===== config.mk =====
export PLATFORM = sky130hd
export DESIGN_NAME = qam_mod_param_flat
export DESIGN_NICKNAME = d
export VERILOG_FILES = /design/src/rtl/qam_mod_param_if.sv /design/src/rtl/qam_mod_param.sv /design/src/flat_wrapper.sv
export SDC_FILE = /design/constraint.sdc
export NUM_CORES = 1
export LEC_CHECK = 0
export CAP_MARGIN = 30
export CORE_ASPECT_RATIO = 1.75
export CORE_UTILIZATION = 30
export DETAILED_ROUTE_END_ITERATION = 7
export GPL_TIMING_DRIVEN = 0
export PLACE_DENSITY = 0.54
export SLEW_MARGIN = 30
export SYNTH_ARGS = -nofsm -noshare
export SYNTH_HDL_FRONTEND = slang
export SYNTH_SLANG_ARGS = --single-unit

===== constraint.sdc =====
create_clock -name clk -period 7 [get_ports clk]
set_clock_uncertainty 0.2 [all_clocks]
set_input_delay 1.4 -clock clk [delete_from_list [all_inputs] [get_ports clk]]
set_output_delay 1.4 -clock clk [all_outputs]
set_load 0.02 [all_outputs]

===== src/rtl/qam_mod_param_if.sv =====
// External bit-stream handshake into the QAM modulator.
interface qam_mod_param_if;
  logic s_bit;
  logic s_valid;
  logic s_ready;

  modport master (output s_bit, output s_valid, input s_ready);
  modport slave  (input s_bit, input s_valid, output s_ready);
endinterface


===== src/rtl/qam_mod_param.sv =====
// 4/16-QAM modulator: PN or external bit source, Gray symbol mapper,
// NCO with quarter-wave-offset sine table and a 3-stage I/Q mixing pipeline.
module qam_mod_param #(
  parameter int BIT_DIV = 4,
  parameter int AMP_W   = 10,
  parameter int PHASE_W = 12,
  parameter int LUT_AW  = 8
) (
  input  logic                      clk,
  input  logic                      rst,
  input  logic                      en,
  input  logic                      mode,
  input  logic                      src_sel,
  qam_mod_param_if.slave            s_if,
  input  logic [PHASE_W-1:0]        fcw,
  output logic signed [2:0]         sym_i,
  output logic signed [2:0]         sym_q,
  output logic                      sym_strobe,
  output logic                      underrun,
  output logic signed [AMP_W+3:0]   qam
);

  localparam int CNT_W = (BIT_DIV > 1) ? $clog2(BIT_DIV) : 1;
  localparam logic [CNT_W-1:0] CNT_LAST = CNT_W'(BIT_DIV - 1);
  localparam int LUT_N = 2 ** LUT_AW;
  localparam longint HALF_N  = longint'(LUT_N / 2);
  localparam longint QUART_N = longint'(LUT_N / 4);
  localparam longint PI_Q30  = 64'sd3373259426;

  // Table entry round(A*sin(2*pi*n/N)) in Q30 fixed point, folded to the first quadrant.
  function automatic logic signed [AMP_W-1:0] sin_entry(input int n);
    longint m;
    longint x;
    longint x2;
    longint term;
    longint acc;
    longint amp;
    longint val;
    logic   neg;
    m   = longint'(n);
    neg = 1'b0;
    if (m >= HALF_N) begin
      neg = 1'b1;
      m   = m - HALF_N;
    end
    if (m > QUART_N) begin
      m = HALF_N - m;
    end
    x    = (64'sd2 * PI_Q30 * m) / longint'(LUT_N);
    x2   = (x * x) >>> 30;
    term = x;
    acc  = x;
    for (int k = 1; k < 9; k++) begin
      term = -(((term * x2) >>> 30) / longint'((2 * k) * (2 * k + 1)));
      acc  = acc + term;
    end
    amp = (64'sd1 <<< (AMP_W - 1)) - 64'sd1;
    val = (acc * amp + (64'sd1 <<< 29)) >>> 30;
    if (neg) begin
      val = -val;
    end
    return val[AMP_W-1:0];
  endfunction

  function automatic logic signed [2:0] gray_level(input logic [1:0] b);
    logic signed [2:0] lvl;
    case (b)
      2'b00:   lvl = 3'sb101;
      2'b01:   lvl = 3'sb111;
      2'b11:   lvl = 3'sb001;
      2'b10:   lvl = 3'sb011;
      default: lvl = 3'sb000;
    endcase
    return lvl;
  endfunction

  logic signed [AMP_W-1:0] sin_lut_s [LUT_N];

  for (genvar g = 0; g < LUT_N; g++) begin : g_lut
    localparam logic signed [AMP_W-1:0] LUT_VAL = sin_entry(g);
    assign sin_lut_s[g] = LUT_VAL;
  end

  logic [CNT_W-1:0]          cnt_r;
  logic [2:0]                lfsr_r;
  logic [3:0]                coll_r;
  logic [1:0]                bcnt_r;
  logic                      sym_mode_r;
  logic [PHASE_W-1:0]        phase_r;
  logic signed [AMP_W-1:0]   sin_r;
  logic signed [AMP_W-1:0]   cos_r;
  logic signed [2:0]         lvl_i_r;
  logic signed [2:0]         lvl_q_r;
  logic signed [AMP_W+2:0]   i_mod_r;
  logic signed [AMP_W+2:0]   q_mod_r;

  logic                      bit_tick_s;
  logic                      new_bit_s;
  logic                      eff_mode_s;
  logic [3:0]                coll_next_s;
  logic                      sym_done_s;
  logic signed [2:0]         lvl_i_s;
  logic signed [2:0]         lvl_q_s;
  logic [LUT_AW-1:0]         addr_s;
  logic [LUT_AW-1:0]         cos_addr_s;

  // Reset gates the tick so no handshake is offered while held in reset.
  assign bit_tick_s   = rst & en & (cnt_r == CNT_LAST);
  assign s_if.s_ready = bit_tick_s & src_sel;
  assign new_bit_s    = src_sel ? (s_if.s_valid & s_if.s_bit) : lfsr_r[2];
  assign eff_mode_s   = (bcnt_r == 2'd0) ? mode : sym_mode_r;
  assign coll_next_s  = {coll_r[2:0], new_bit_s};
  assign sym_done_s   = bit_tick_s & (bcnt_r == (eff_mode_s ? 2'd3 : 2'd1));
  assign addr_s       = phase_r[PHASE_W-1 -: LUT_AW];
  assign cos_addr_s   = addr_s + LUT_AW'(LUT_N / 4);

  // Map the collector (including the bit arriving now) to I/Q levels.
  always_comb begin
    lvl_i_s = 3'sb000;
    lvl_q_s = 3'sb000;
    if (eff_mode_s) begin
      lvl_i_s = gray_level(coll_next_s[3:2]);
      lvl_q_s = gray_level(coll_next_s[1:0]);
    end else begin
      lvl_i_s = coll_next_s[1] ? 3'sb011 : 3'sb101;
      lvl_q_s = coll_next_s[0] ? 3'sb011 : 3'sb101;
    end
  end

  // Bit timing, PN source, symbol collection and level registers.
  always_ff @(posedge clk) begin
    if (!rst) begin
      cnt_r      <= '0;
      lfsr_r     <= 3'b001;
      coll_r     <= 4'd0;
      bcnt_r     <= 2'd0;
      sym_mode_r <= 1'b0;
      sym_i      <= 3'sb000;
      sym_q      <= 3'sb000;
      sym_strobe <= 1'b0;
      underrun   <= 1'b0;
    end else if (en) begin
      cnt_r      <= (cnt_r == CNT_LAST) ? '0 : cnt_r + CNT_W'(1);
      sym_strobe <= sym_done_s;
      if (bit_tick_s) begin
        if (!src_sel) begin
          lfsr_r <= {lfsr_r[1:0], lfsr_r[2] ^ lfsr_r[1]};
        end
        if (src_sel && !s_if.s_valid) begin
          underrun <= 1'b1;
        end
        if (bcnt_r == 2'd0) begin
          sym_mode_r <= mode;
        end
        if (sym_done_s) begin
          coll_r <= 4'd0;
          bcnt_r <= 2'd0;
          sym_i  <= lvl_i_s;
          sym_q  <= lvl_q_s;
        end else begin
          coll_r <= coll_next_s;
          bcnt_r <= bcnt_r + 2'd1;
        end
      end
    end
  end

  // NCO and mixer; levels ride along stage 1 so they align with the carrier.
  always_ff @(posedge clk) begin
    if (!rst) begin
      phase_r <= '0;
      sin_r   <= '0;
      cos_r   <= '0;
      lvl_i_r <= 3'sb000;
      lvl_q_r <= 3'sb000;
      i_mod_r <= '0;
      q_mod_r <= '0;
      qam     <= '0;
    end else if (en) begin
      phase_r <= phase_r + fcw;
      sin_r   <= sin_lut_s[addr_s];
      cos_r   <= sin_lut_s[cos_addr_s];
      lvl_i_r <= sym_i;
      lvl_q_r <= sym_q;
      i_mod_r <= (AMP_W+3)'(lvl_i_r) * (AMP_W+3)'(cos_r);
      q_mod_r <= (AMP_W+3)'(lvl_q_r) * (AMP_W+3)'(sin_r);
      qam     <= (AMP_W+4)'(i_mod_r) - (AMP_W+4)'(q_mod_r);
    end
  end

endmodule


===== src/flat_wrapper.sv =====
// flat-port wrapper written by rule: the top's interface ports become plain ports
module qam_mod_param_flat 
#(
  parameter int BIT_DIV = 4,
  parameter int AMP_W   = 10,
  parameter int PHASE_W = 12,
  parameter int LUT_AW  = 8
)
  (clk, rst, en, mode, src_sel, fcw, sym_i, sym_q, sym_strobe, underrun, qam, s_if_s_bit, s_if_s_valid, s_if_s_ready);
  qam_mod_param_if s_if_i ();
  input  logic clk;
  input  logic rst;
  input  logic en;
  input  logic mode;
  input  logic src_sel;
  input  logic [PHASE_W-1:0] fcw;
  output logic signed [2:0] sym_i;
  output logic signed [2:0] sym_q;
  output logic sym_strobe;
  output logic underrun;
  output logic signed [AMP_W+3:0] qam;
  input wire logic [$bits(s_if_i.s_bit)-1:0] s_if_s_bit;
  input wire logic [$bits(s_if_i.s_valid)-1:0] s_if_s_valid;
  output wire logic [$bits(s_if_i.s_ready)-1:0] s_if_s_ready;
  assign s_if_i.s_bit = s_if_s_bit;
  assign s_if_i.s_valid = s_if_s_valid;
  assign s_if_s_ready = s_if_i.s_ready;
  qam_mod_param #(.BIT_DIV(BIT_DIV), .AMP_W(AMP_W), .PHASE_W(PHASE_W), .LUT_AW(LUT_AW)) u_core (.clk(clk), .rst(rst), .en(en), .mode(mode), .src_sel(src_sel), .s_if(s_if_i), .fcw(fcw), .sym_i(sym_i), .sym_q(sym_q), .sym_strobe(sym_strobe), .underrun(underrun), .qam(qam));
endmodule

; Yosys cells after proc, flatten, opt, wreduce, memory -nomap -nowiden
; Memory sizes are Yosys's and may differ from the RTL's. A register that Yosys moved wholly into a read port is not among the register bits.
; Cells that the tools add are included.
[word_totals]
reg_bits = 77
mem_bits_ro = 5120
inputBits = 19
output_inout_bits = 23
wordCells = 64
memories = 2
[memory_table]
columns = name, depth, width, rd, rd_clocked_by_memory_dff, write_ports, line
row1 = (name not given), 256, 10, 1, 1, 0, qam_mod_param.sv:181  ; sin_r <= sin_lut_s[addr_s];
row2 = (name not given), 256, 10, 1, 1, 0, qam_mod_param.sv:182  ; cos_r <= sin_lut_s[cos_addr_s];
[classes]
n_addsub = 5
mul = 2
n_eq_ne = 8
mux = 12
n_bitwise = 9
reduce_logical = 11
[ops]
columns = operator, count
row1 = multiplier 3 x 10 -> 13 bit, 2
row2 = case mux 3 bit (4 select lines), 2
row3 = inverter 8 -> 9 bit, 2
row4 = 2-to-1 mux 3 bit, 5
row5 = subtractor 13 x 13 -> 14 bit, 1
row6 = adder 12 bit, 1
row7 = "== test 2 bit, second input constant", 5
row8 = AND reduction 3 bit, 3
row9 = "adder 8 x 7 -> 8 bit, second input constant", 1
row10 = zero test 2 bit, 3
row11 = 2-to-1 mux 2 bit, 3
row12 = AND 1 bit, 5
row13 = "adder 2 x 1 -> 2 bit, second input constant", 2
row14 = "== test 2 x 1 -> 1 bit, second input constant", 2
row15 = zero test 1 bit, 3
row16 = == test 2 bit, 1
row17 = 2-to-1 mux 1 bit, 2
row18 = AND reduction 2 bit, 1
row19 = logical AND 1 bit, 1
row20 = inverter 1 bit, 1
row21 = XOR 1 bit, 1

; Depth between registers and ports, before layout
; Gate-level depths: netlist of the first run.
[depth]
depth_word = 6
mapped_depth = 14
mapped_depth_nobuf = 13

; Worst setup path before layout of the first run
; OpenSTA, ideal clock, no wires.
[synth_path]
kind = input to output
startpoint = input en
endpoint = output s_if_s_ready
arrival_time_ps = 2105
t_required_ps = 5400
slack_ps = 3295
stages = 4
path_buffers = 2
cell_sequence = buf_2 -> and3_1 -> clkbuf_1 -> and2_1
[synth_via]
elab_chain_len = 3
[synth_rtl]
columns = item, line
row1 = from (decl), flat_wrapper.sv:13  ; input logic en;
row2 = AND 1 bit (2 in series), qam_mod_param.sv:108  ; assign bit_tick_s = rst & en & (cnt_r == CNT_LAST);
row3 = AND 1 bit, qam_mod_param.sv:109  ; assign s_if.s_ready = bit_tick_s & src_sel;
row4 = to (decl), flat_wrapper.sv:24  ; output wire logic [$bits(s_if_i.s_ready)-1:0] s_if_s_ready;
; Every way passes these cells.

; Worst setup path in the final report of the first run
[layout_path]
startpoint = register u_core.phase_r[4]
endpoint = register u_core.cos_r[4]
[layout_via]
elab_chain_len = 2
[layout_rtl]
columns = item, line
row1 = from (decl), qam_mod_param.sv:89  ; logic [PHASE_W-1:0] phase_r;
row2 = from (signal assigned), qam_mod_param.sv:180  ; phase_r <= phase_r + fcw;
row3 = adder 8 x 7 -> 8 bit, qam_mod_param.sv:115  ; assign cos_addr_s = addr_s + LUT_AW'(LUT_N / 4);
row4 = inverter 8 -> 9 bit (implied by the code), qam_mod_param.sv:182
row5 = to (decl), qam_mod_param.sv:91  ; logic signed [AMP_W-1:0] cos_r;
; Every way passes these cells.
; A chain may end at the register's enable or synchronous reset.

==> metrics, run 1 <==
status=complete, no violations; data arrival time of the critical path=5550 ps; final std cells w/o fill=1658; Crit. End Element=flip-flop; Req. time, crit path=7080 ps; Max-Cap Viols=0; post-layout util=0.344; main flop type after synthesis=dfxtp_1; #FFs+latches synth=95; Slew @ Worst Pin=1140 ps; Power Dens Cells=197 mW/mm²; DR DRC count=0; critical path type=flip-flop to flip-flop; cts hold-fix bufs=0; pre-CTS WS=1990 ps; final WL=43.2 mm; clk root buf=clkbuf_16; Top-Level Pins=42; post-synthesis sequential area ratio=0.203; post-CTS resize count=0; largest net degree at the start of global routing=18; CTS sink cnt=95; Post-synth EDFFs=0; Seq. cell area=0.00190 mm²; cells after synthesis=1211; Final period util=0.782; Initial Util=0.305; total negative slack=0 ps; Synth area leader=dfxtp_1; Leak Pwr=4.35 nW; Final Hold Vio Count=0; met1 WL=13.9 mm; Die ar.=0.0320 mm²; Worst-Skew Late Latency=370 ps; Final min period=5470 ps; placed insts=1642; H-tree levels=3; WL met3=1.78 mm; TritonCTS clock tree=built; Max Transition Viols Final=0; Core ar.=0.0307 mm²; met2 wire len=22.8 mm; layout cells sized above 1=0.0710; initial drt markers=553; via count=9676; TritonCTS Buffers=9; Total GRT Usage=0.277; Final nets=1389; chip height=236 µm; top routing layer used=met4; Vias/cell=5.84; first-pass GRT wire length=63.4 mm; number of port buffers=40; Worst Hold Class=flip-flop to flip-flop; Placer Congestion=1.04; synth top area cells=dfxtp_1 20%, ha_1 11%, fa_1 5.1%; initial antenna violation count=0; Routed WL per cell=26.1 µm; Clk pin slew, worst setup/hold paths=70 ps; clk buf depth=2; Area Growth Syn to Fin=12.8%; Startpoint Class=flip-flop; Post-CTS Setup Repair Bufs=0; Fmax=183 MHz; total grt overflow=0; synthesized cell area=0.00938 mm²; Synth Warn #=0; RSZ-0062 raised after global routing=no; syn nets=1338; critical path peak fanout=10; setup ws final=1530 ps; Fill cells=3319; synthesized area per cell=7.74 µm²; Post-DRT Antenna Nets=0; number of global-route vias before repair=9966; VDD IR max=0.137 mV; Post-synth ARST share=0; max_slew headroom=0.235; Yosys top cell area share=0.203; final setup vio count=0; DIE WIDTH=136 µm; row count=85; diodes inserted=0; HPWL after DPL=34.4 mm; Multi-input gate area=0.00682 mm²; drt pass-1 iters=6; Synth cell types=82
## kinds of logic after synthesis
family                     after synthesis  share of synthesized area
buffers and inverters                  153                     0.0704
DFF                                     95                      0.203
xor gates and xnor gates                28                     0.0262
muxes                                   49                     0.0586
and+or+nand+nor                        412                      0.219
AOI/OAI and AO/OA                      366                      0.260
adders and majority gates              108                      0.163
## routing by layer
layer | vias up | GRT usage
met5 | - | 0
met4 | 0 | 0.266
met1 | 4648 | 0.245
met2 | 372 | 0.514
met3 | 202 | 0.0410
li1 | 4454 | -
## cell usage after synthesis (5+ instances only)
cell type	count
a21boi_0	5
a221oi_1	10
o21ai_0	86
mux2_2	7
a311o_1	5
dfxtp_1	95
a31oi_1	15
ha_1	84
and2_1	30
fa_1	24
inv_1	59
o2bb2ai_1	5
o31ai_1	7
a211oi_1	27
nor2b_1	32
nand2_1	98
mux2i_1	38
nand3b_1	6
xnor2_1	13
or2_2	8
a21oi_1	90
buf_2	27
a311oi_1	6
o211ai_1	14
clkbuf_1	49
o211a_1	6
o2111ai_1	5
a21o_1	12
nand2b_1	39
buf_4	6
nand3_1	21
nor2_1	106
nor3_1	30
and3_1	8
nor3b_1	5
o221ai_1	5
buf_1	7
or3_1	5
o21a_1	8
xor2_1	15
## area by class of cell
cell class	count	share of cell area
well taps	391	0.0463
clock inverters	7	0.00769
plain buffers	93	0.0413
flip-flops and latches	95	0.180
repair buffers	40	0.0379
multi-input cells	963	0.645
clock buffers	9	0.0213
inverters	60	0.0213
## stage by stage
step                hold WS [ps]  area, µm²  power (mW)
floorplan                    225       9380        1.17
global placement             236      10300        1.55
detailed placement           242      10300        1.53
CTS                          259      10600        2.05
global route                 281      10600        2.16
finish                       253      10600        2.08
## cells in the final DEF, fill, tap and decap left out, drive strengths merged, types with 6 or more instances in the layout
cell type,netlist,routed
a211oi,28,28
a21o,12,12
a21oi,92,92
a221oi,10,10
a311oi,6,6
a31oi,15,15
and2,31,31
and3,8,8
buf,44,44
clkbuf,49,58
clkdlybuf4s50,0,40
dfxtp,95,95
fa,24,24
ha,84,84
inv,60,62
mux2,7,7
mux2i,38,38
nand2,98,98
nand2b,39,39
nand3,21,21
nand3b,6,6
nor2,108,108
nor2b,32,32
nor3,31,31
o211a,6,6
o211ai,14,14
o21a,8,8
o21ai,87,87
o31ai,7,7
or2,9,9
xnor2,13,13
xor2,15,15
## worst paths after layout
check,depth (start not counted),to,start,slack (ps)
max,11,u_core.cos_r[4]$_SDFFE_PN0P_,u_core.phase_r[4]$_SDFFE_PN0P_,1530
min,2,u_core.q_mod_r[9]$_SDFFE_PN0P_,u_core.q_mod_r[9]$_SDFFE_PN0P_,250
max reg2reg,11,u_core.cos_r[4]$_SDFFE_PN0P_,u_core.phase_r[4]$_SDFFE_PN0P_,1530
min reg2reg,2,u_core.q_mod_r[9]$_SDFFE_PN0P_,u_core.q_mod_r[9]$_SDFFE_PN0P_,250
## worst max-delay path, stage by stage, from the launching register on
cell      delay [ps]
dfxtp_1          490
clkbuf_1         600
clkbuf_1         620
inv_1            460
ha_1             550
buf_2            280
or2_2            370
o21ai_0          860
a211oi_1         150
nor3_1           390
o21ai_0          140
a221oi_1         250
## sequential cells by signal, summed over array words and instances (netlist names)
name / cells
u_core.underrun: 1
u_core.sym_mode_r: 1
u_core.sym_q: 3
u_core.q_mod_r: 13
u_core.bcnt_r: 2
u_core.lvl_q_r: 3
u_core.sym_i: 2
u_core.lfsr_r: 3
u_core.sin_r: 10
u_core.coll_r: 3
u_core.lvl_i_r: 2
u_core.i_mod_r: 13
u_core.cos_r: 10
u_core.qam: 14
u_core.phase_r: 12
u_core.cnt_r: 2
u_core.sym_strobe: 1
## report_power, final
| group | internal (mW) | switching [mW] |
|---|---|---|
| Combinational | 0.299 | 0.640 |
| Sequential | 0.574 | 0.0434 |
| Clock | 0.281 | 0.243 |
No activity file was read; power rests on OpenSTA's default activity.
==> inputs of run 2 (changes only) <==
PLACE_DENSITY = 0.56   (was 0.54)
clock period = 4.9 ns   (was 7 ns; I/O delays follow)
==> metrics, run 2 (synthesized netlist as in run 1, its figures left out) <==
status=complete, no violations; crit path launch=u_core.phase_r[5]$_SDFFE_PN0P_; Worst R2R Path Depth=10; Post-CTS Setup Repair Bufs=0; cts hold-fix bufs=0; post-layout util=0.345; diodes inserted=0; final setup vio count=0; FF-to-FF setup slack=300 ps; Max Transition Viols Final=0; chip height=236 µm; HPWL after DPL=34.7 mm; setup ws final=299 ps; final WL=43.7 mm; pre-CTS WS=7.20 ps; most common cell after layout, fill and taps aside=nor2_1; number of port buffers=40; Crit. End Element=flip-flop; drt pass-1 iters=6; Fill cells=3292; Vias/cell=5.77; clk buf depth=2; Final Hold Vio Count=0; Hold Path Stages=2; hold_ws=254 ps; Leak Pwr=4.37 nW; Final min period=4600 ps; RSZ-0062 raised after global routing=no; DR DRC count=0; Area Growth Syn to Fin=13.0%; layout cells sized above 1=0.0741; Initial Util=0.305; initial antenna violation count=0; initial drt markers=523; Top Registers=u_core.qam (14), u_core.i_mod_r (13), u_core.q_mod_r (13); number of flip-flops under the largest register name=14; Power Dens Cells=280 mW/mm²; Fmax=217 MHz; critical path type=flip-flop to flip-flop; Final period util=0.939; Top-Level Pins=42; Worst-Skew Late Latency=360 ps; CTS sink cnt=95; Routed WL per cell=26.4 µm; TritonCTS Buffers=9; critical path peak fanout=12; largest reg by FF count=u_core.qam; largest net degree at the start of global routing=17; hold path startpoint=u_core.q_mod_r[10]$_SDFFE_PN0P_; DIE WIDTH=136 µm; first-pass GRT wire length=64.0 mm; Final nets=1390; data arrival time of the critical path=4650 ps; H-tree levels=3; hold path endpoint=u_core.q_mod_r[10]$_SDFFE_PN0P_; Multi-input gate area=0.00683 mm²; Die ar.=0.0320 mm²; VDD IR max=0.195 mV; Total GRT Usage=0.280; Slew @ Worst Pin=972 ps; Post-DRT Antenna Nets=0; RR Endpoint=u_core.cos_r[4]$_SDFFE_PN0P_; Core ar.=0.0307 mm²; Placer Congestion=1.04; clk root buf=clkbuf_16; number of global-route vias before repair=9885; Max-Cap Viols=0; Seq. cell area=0.00190 mm²; commonest non-fill, non-tap cells in the layout=105 x nor2_1, 98 x nand2_1, 95 x dfxtp_1, 90 x a21oi_1, 86 x o21ai_0; Worst Hold Class=flip-flop to flip-flop; TritonCTS clock tree=built; Startpoint Class=flip-flop; PnR Total Power=2.96 mW; row count=85; post-CTS resize count=1; total grt overflow=0; Clk pin slew, worst setup/hold paths=70 ps; Req. time, crit path=4950 ps; via count=9574; Crit Reg-Reg Startpoint=u_core.phase_r[5]$_SDFFE_PN0P_; max_slew headroom=0.349
[run 2: cell count changes in the layout (fill, tap and decap cells not counted), sizes merged]
cell | previous run | this run
buf | 44 | 45
clkbuf | 58 | 59
clkinvlp | 3 | 2
[run 2: where the power goes]
part / switching [mW] / total [mW] / internal [mW] / leakage, nW
clock network: 0.324 / 0.736 / 0.412 / 0.145
registers: 0.0627 / 0.883 / 0.820 / 0.774
logic: 0.914 / 1.34 / 0.430 / 3.45
total: 1.30 / 2.96 / 1.66 / 4.37
[run 2: worst max-delay path by stage]
stage / end / slack [ps] / cells after the start
floorplan: u_core.i_mod_r[11]$_SDFFE_PN0P_ / 1400 / 13
global placement: u_core.sin_r[3]$_SDFFE_PN0P_ / -80 / 11
detailed placement: u_core.cos_r[4]$_SDFFE_PN0P_ / 7 / 11
CTS: u_core.cos_r[4]$_SDFFE_PN0P_ / 80 / 10
global route: u_core.cos_r[4]$_SDFFE_PN0P_ / 170 / 10
finish: u_core.cos_r[4]$_SDFFE_PN0P_ / 300 / 10
[run 2: area by class of cell]
class,instances,share of cell area
plain buffers,93,0.0414
clock buffers,10,0.0225
clock inverters,6,0.00637
inverters,60,0.0212
multi-input cells,963,0.644
flip-flops and latches,95,0.179
well taps,391,0.0462
repair buffers,41,0.0388
[run 2: worst max-delay path, stage by stage (launching register included)]
cell and delay, ps:
dfxtp_1 810, clkbuf_2 440, inv_1 360, ha_1 630
buf_2 410, or2_2 330, and3_1 190, a311oi_1 90
a211oi_1 490, mux2i_1 150, a221oi_1 350
[run 2: metrics by stage]
step	std cells	setup TNS, ps	area [µm²]
2_1_floorplan	1211	0	9380
3_3_place_gp	1642	-233	10300
3_5_place_dp	1643	0	10300
4_1_cts	1659	0	10600
5_1_grt	1659	0	10600
6_report	1659	0	10600
[run 2: per-layer routing]
layer / wire, µm / track usage / vias to the layer above
li1: - / - / 4458
met1: 14100 / 0.254 / 4527
met2: 23500 / 0.522 / 386
met3: 1740 / 0.0370 / 203
met4: 4330 / 0.256 / 0
met5: 0 / 0 / -
==> inputs of run 3 (changes only) <==
CORE_MARGIN = 3   (was not set)
MAX_ROUTING_LAYER = met4   (was not set)
==> metrics, run 3 (synthesized netlist as in run 1, its figures left out) <==
chip height=240 µm; Final min period=4790 ps; VDD IR max=0.215 mV; CP bufs+invs=3; layout cells sized above 1=0.0726; TritonCTS Buffers=9; Logic pwr share=0.455; number of port buffers=40; Max-Cap Viols=0; placed cell area=0.0103 mm²; number of flip-flops under the largest register name=14; final setup vio count=0; Fmax=209 MHz; post-layout util=0.343; Seq. cell area=0.00190 mm²; Vias/cell=5.92; Top Registers=u_core.qam (14), u_core.i_mod_r (13), u_core.q_mod_r (13); commonest non-fill, non-tap cells in the layout=106 x nor2_1, 98 x nand2_1, 95 x dfxtp_1, 90 x a21oi_1, 86 x o21ai_0; Max Transition Viols Final=0; Crit. End Element=flip-flop; initial drt markers=761; Int Pwr=1.61 mW; Clk pin slew, worst setup/hold paths=80 ps; Crit Reg-Reg Startpoint=u_core.phase_r[5]$_SDFFE_PN0P_; H-tree levels=3; DIE WIDTH=140 µm; DR DRC count=0; Worst Hold Class=flip-flop to flip-flop; slowest stage delay, CP=790 ps; TritonCTS clock tree=built; total grt overflow=0; Leak Pwr=4.36 nW; Worst R2R Path Depth=10; first-pass GRT wire length=62.6 mm; clk root buf=clkbuf_16; Final nets=1390; Switching Share=0.450; Hold Path Stages=2; RSZ-0062 raised after global routing=no; Routed WL per cell=25.7 µm; crit-path leading delay family=buffers and inverters; Worst-Skew Late Latency=380 ps; Post-CTS Setup Repair Bufs=0; PnR Total Power=2.92 mW; row count=85; Area Growth Syn to Fin=12.8%; FF-to-FF setup slack=110 ps; hold path endpoint=u_core.qam[7]$_SDFFE_PN0P_; Placer Congestion=1.06; Slew @ Worst Pin=1000 ps; Final Hold Vio Count=0; critical path peak fanout=12; HPWL after DPL=33.8 mm; drt pass-1 iters=5; total negative slack=0 ps; max_slew headroom=0.332; placed insts=1643; largest net degree at the start of global routing=19; critical path type=flip-flop to flip-flop; final WL=42.6 mm; clk buf depth=2; Core ar.=0.0308 mm²; slowest CP cell=dfxtp_1; Final period util=0.977; Power Dens Cells=276 mW/mm²; Flop pwr share=0.302; cell chain of the critical path=clkbuf_1 > inv_1 > ha_1 > buf_2 > or2_2 > o21ai_0 > a211oi_1 > nor3_1 > o21ai_0 > a221oi_1; largest reg by FF count=u_core.qam; Net Sw Power=1.32 mW; Total GRT Usage=0.257; status=complete, no violations; data arrival time of the critical path=4870 ps; Multi-input gate area=0.00683 mm²; CP most frequent cell=o21ai_0; Top-Level Pins=42; hold path startpoint=u_core.qam[7]$_SDFFE_PN0P_; Startpoint Class=flip-flop; Clk pwr share=0.243; number of global-route vias before repair=9995; Initial Util=0.304; Fill cells=3327; Post-DRT Antenna Nets=0; final std cells w/o fill=1660; Req. time, crit path=4980 ps; via count=9829; Die ar.=0.0335 mm²; most common cell after layout, fill and taps aside=nor2_1; crit path launch=u_core.phase_r[5]$_SDFFE_PN0P_; initial antenna violation count=1; RR Endpoint=u_core.cos_r[4]$_SDFFE_PN0P_; CTS sink cnt=95; Finished Cell Area=0.0106 mm²
## run 3: repair_timing
action | in CTS | in global routing
hold buffers | 0 | 0
pin swaps | 0 | 0
resized for setup | 1 | 2
endpoints found under the setup margin | 2 | 4
## run 3: cell type report
class                      count  share of cell area
buffer                        93              0.0413
inverter                      60              0.0213
multi-input combinational    963               0.645
tap                          391              0.0462
clock inverter                 7             0.00603
antenna                        1            0.000236
timing repair buffer          41              0.0385
sequential                    95               0.180
clock buffer                   9              0.0213
## run 3: worst max-delay path by stage
| stage | to | depth (start not counted) |
|---|---|---|
| final | u_core.cos_r[4]$_SDFFE_PN0P_ | 10 |
| after global routing | u_core.cos_r[4]$_SDFFE_PN0P_ | 10 |
| after CTS | u_core.cos_r[4]$_SDFFE_PN0P_ | 11 |
| after detailed placement | u_core.sin_r[3]$_SDFFE_PN0P_ | 11 |
| after global placement | u_core.sin_r[3]$_SDFFE_PN0P_ | 11 |
| after floorplan | u_core.i_mod_r[11]$_SDFFE_PN0P_ | 13 |
## run 3: stage by stage
step | setup slack [ps] | hold slack, ps
final | 113 | 254
after global routing | 95.9 | 286
after detailed placement | -74.8 | 245
after CTS | 11.2 | 262
after global placement | -168 | 238
after floorplan | 1400 | 225
## run 3: power by group through the flow
stage                     registers [mW]  clock network [mW]  logic, mW
after floorplan                    0.876                   0      0.795
after global placement             0.897                   0       1.29
after detailed placement           0.899                   0       1.27
after CTS                          0.881               0.727       1.28
after global routing               0.888               0.751       1.39
final                              0.882               0.711       1.33
## run 3: routing by layer
metal / track usage / wire length [µm] / vias to the layer above / part of all wire
met5: - / 0 / - / 0
met4: 0.214 / 4380 / 0 / 0.10
met3: 0.0354 / 1850 / 223 / 0.043
met2: 0.477 / 22600 / 407 / 0.53
met1: 0.228 / 13800 / 4738 / 0.32
li1: - / - / 4461 / -
## run 3: worst min-delay path, delay by kind of cell (launching register included)
kind	cells	cell delay [ps]
AND/OR/NAND/NOR	1	40
flip-flops	1	330
AO/OA/AOI/OAI	1	50
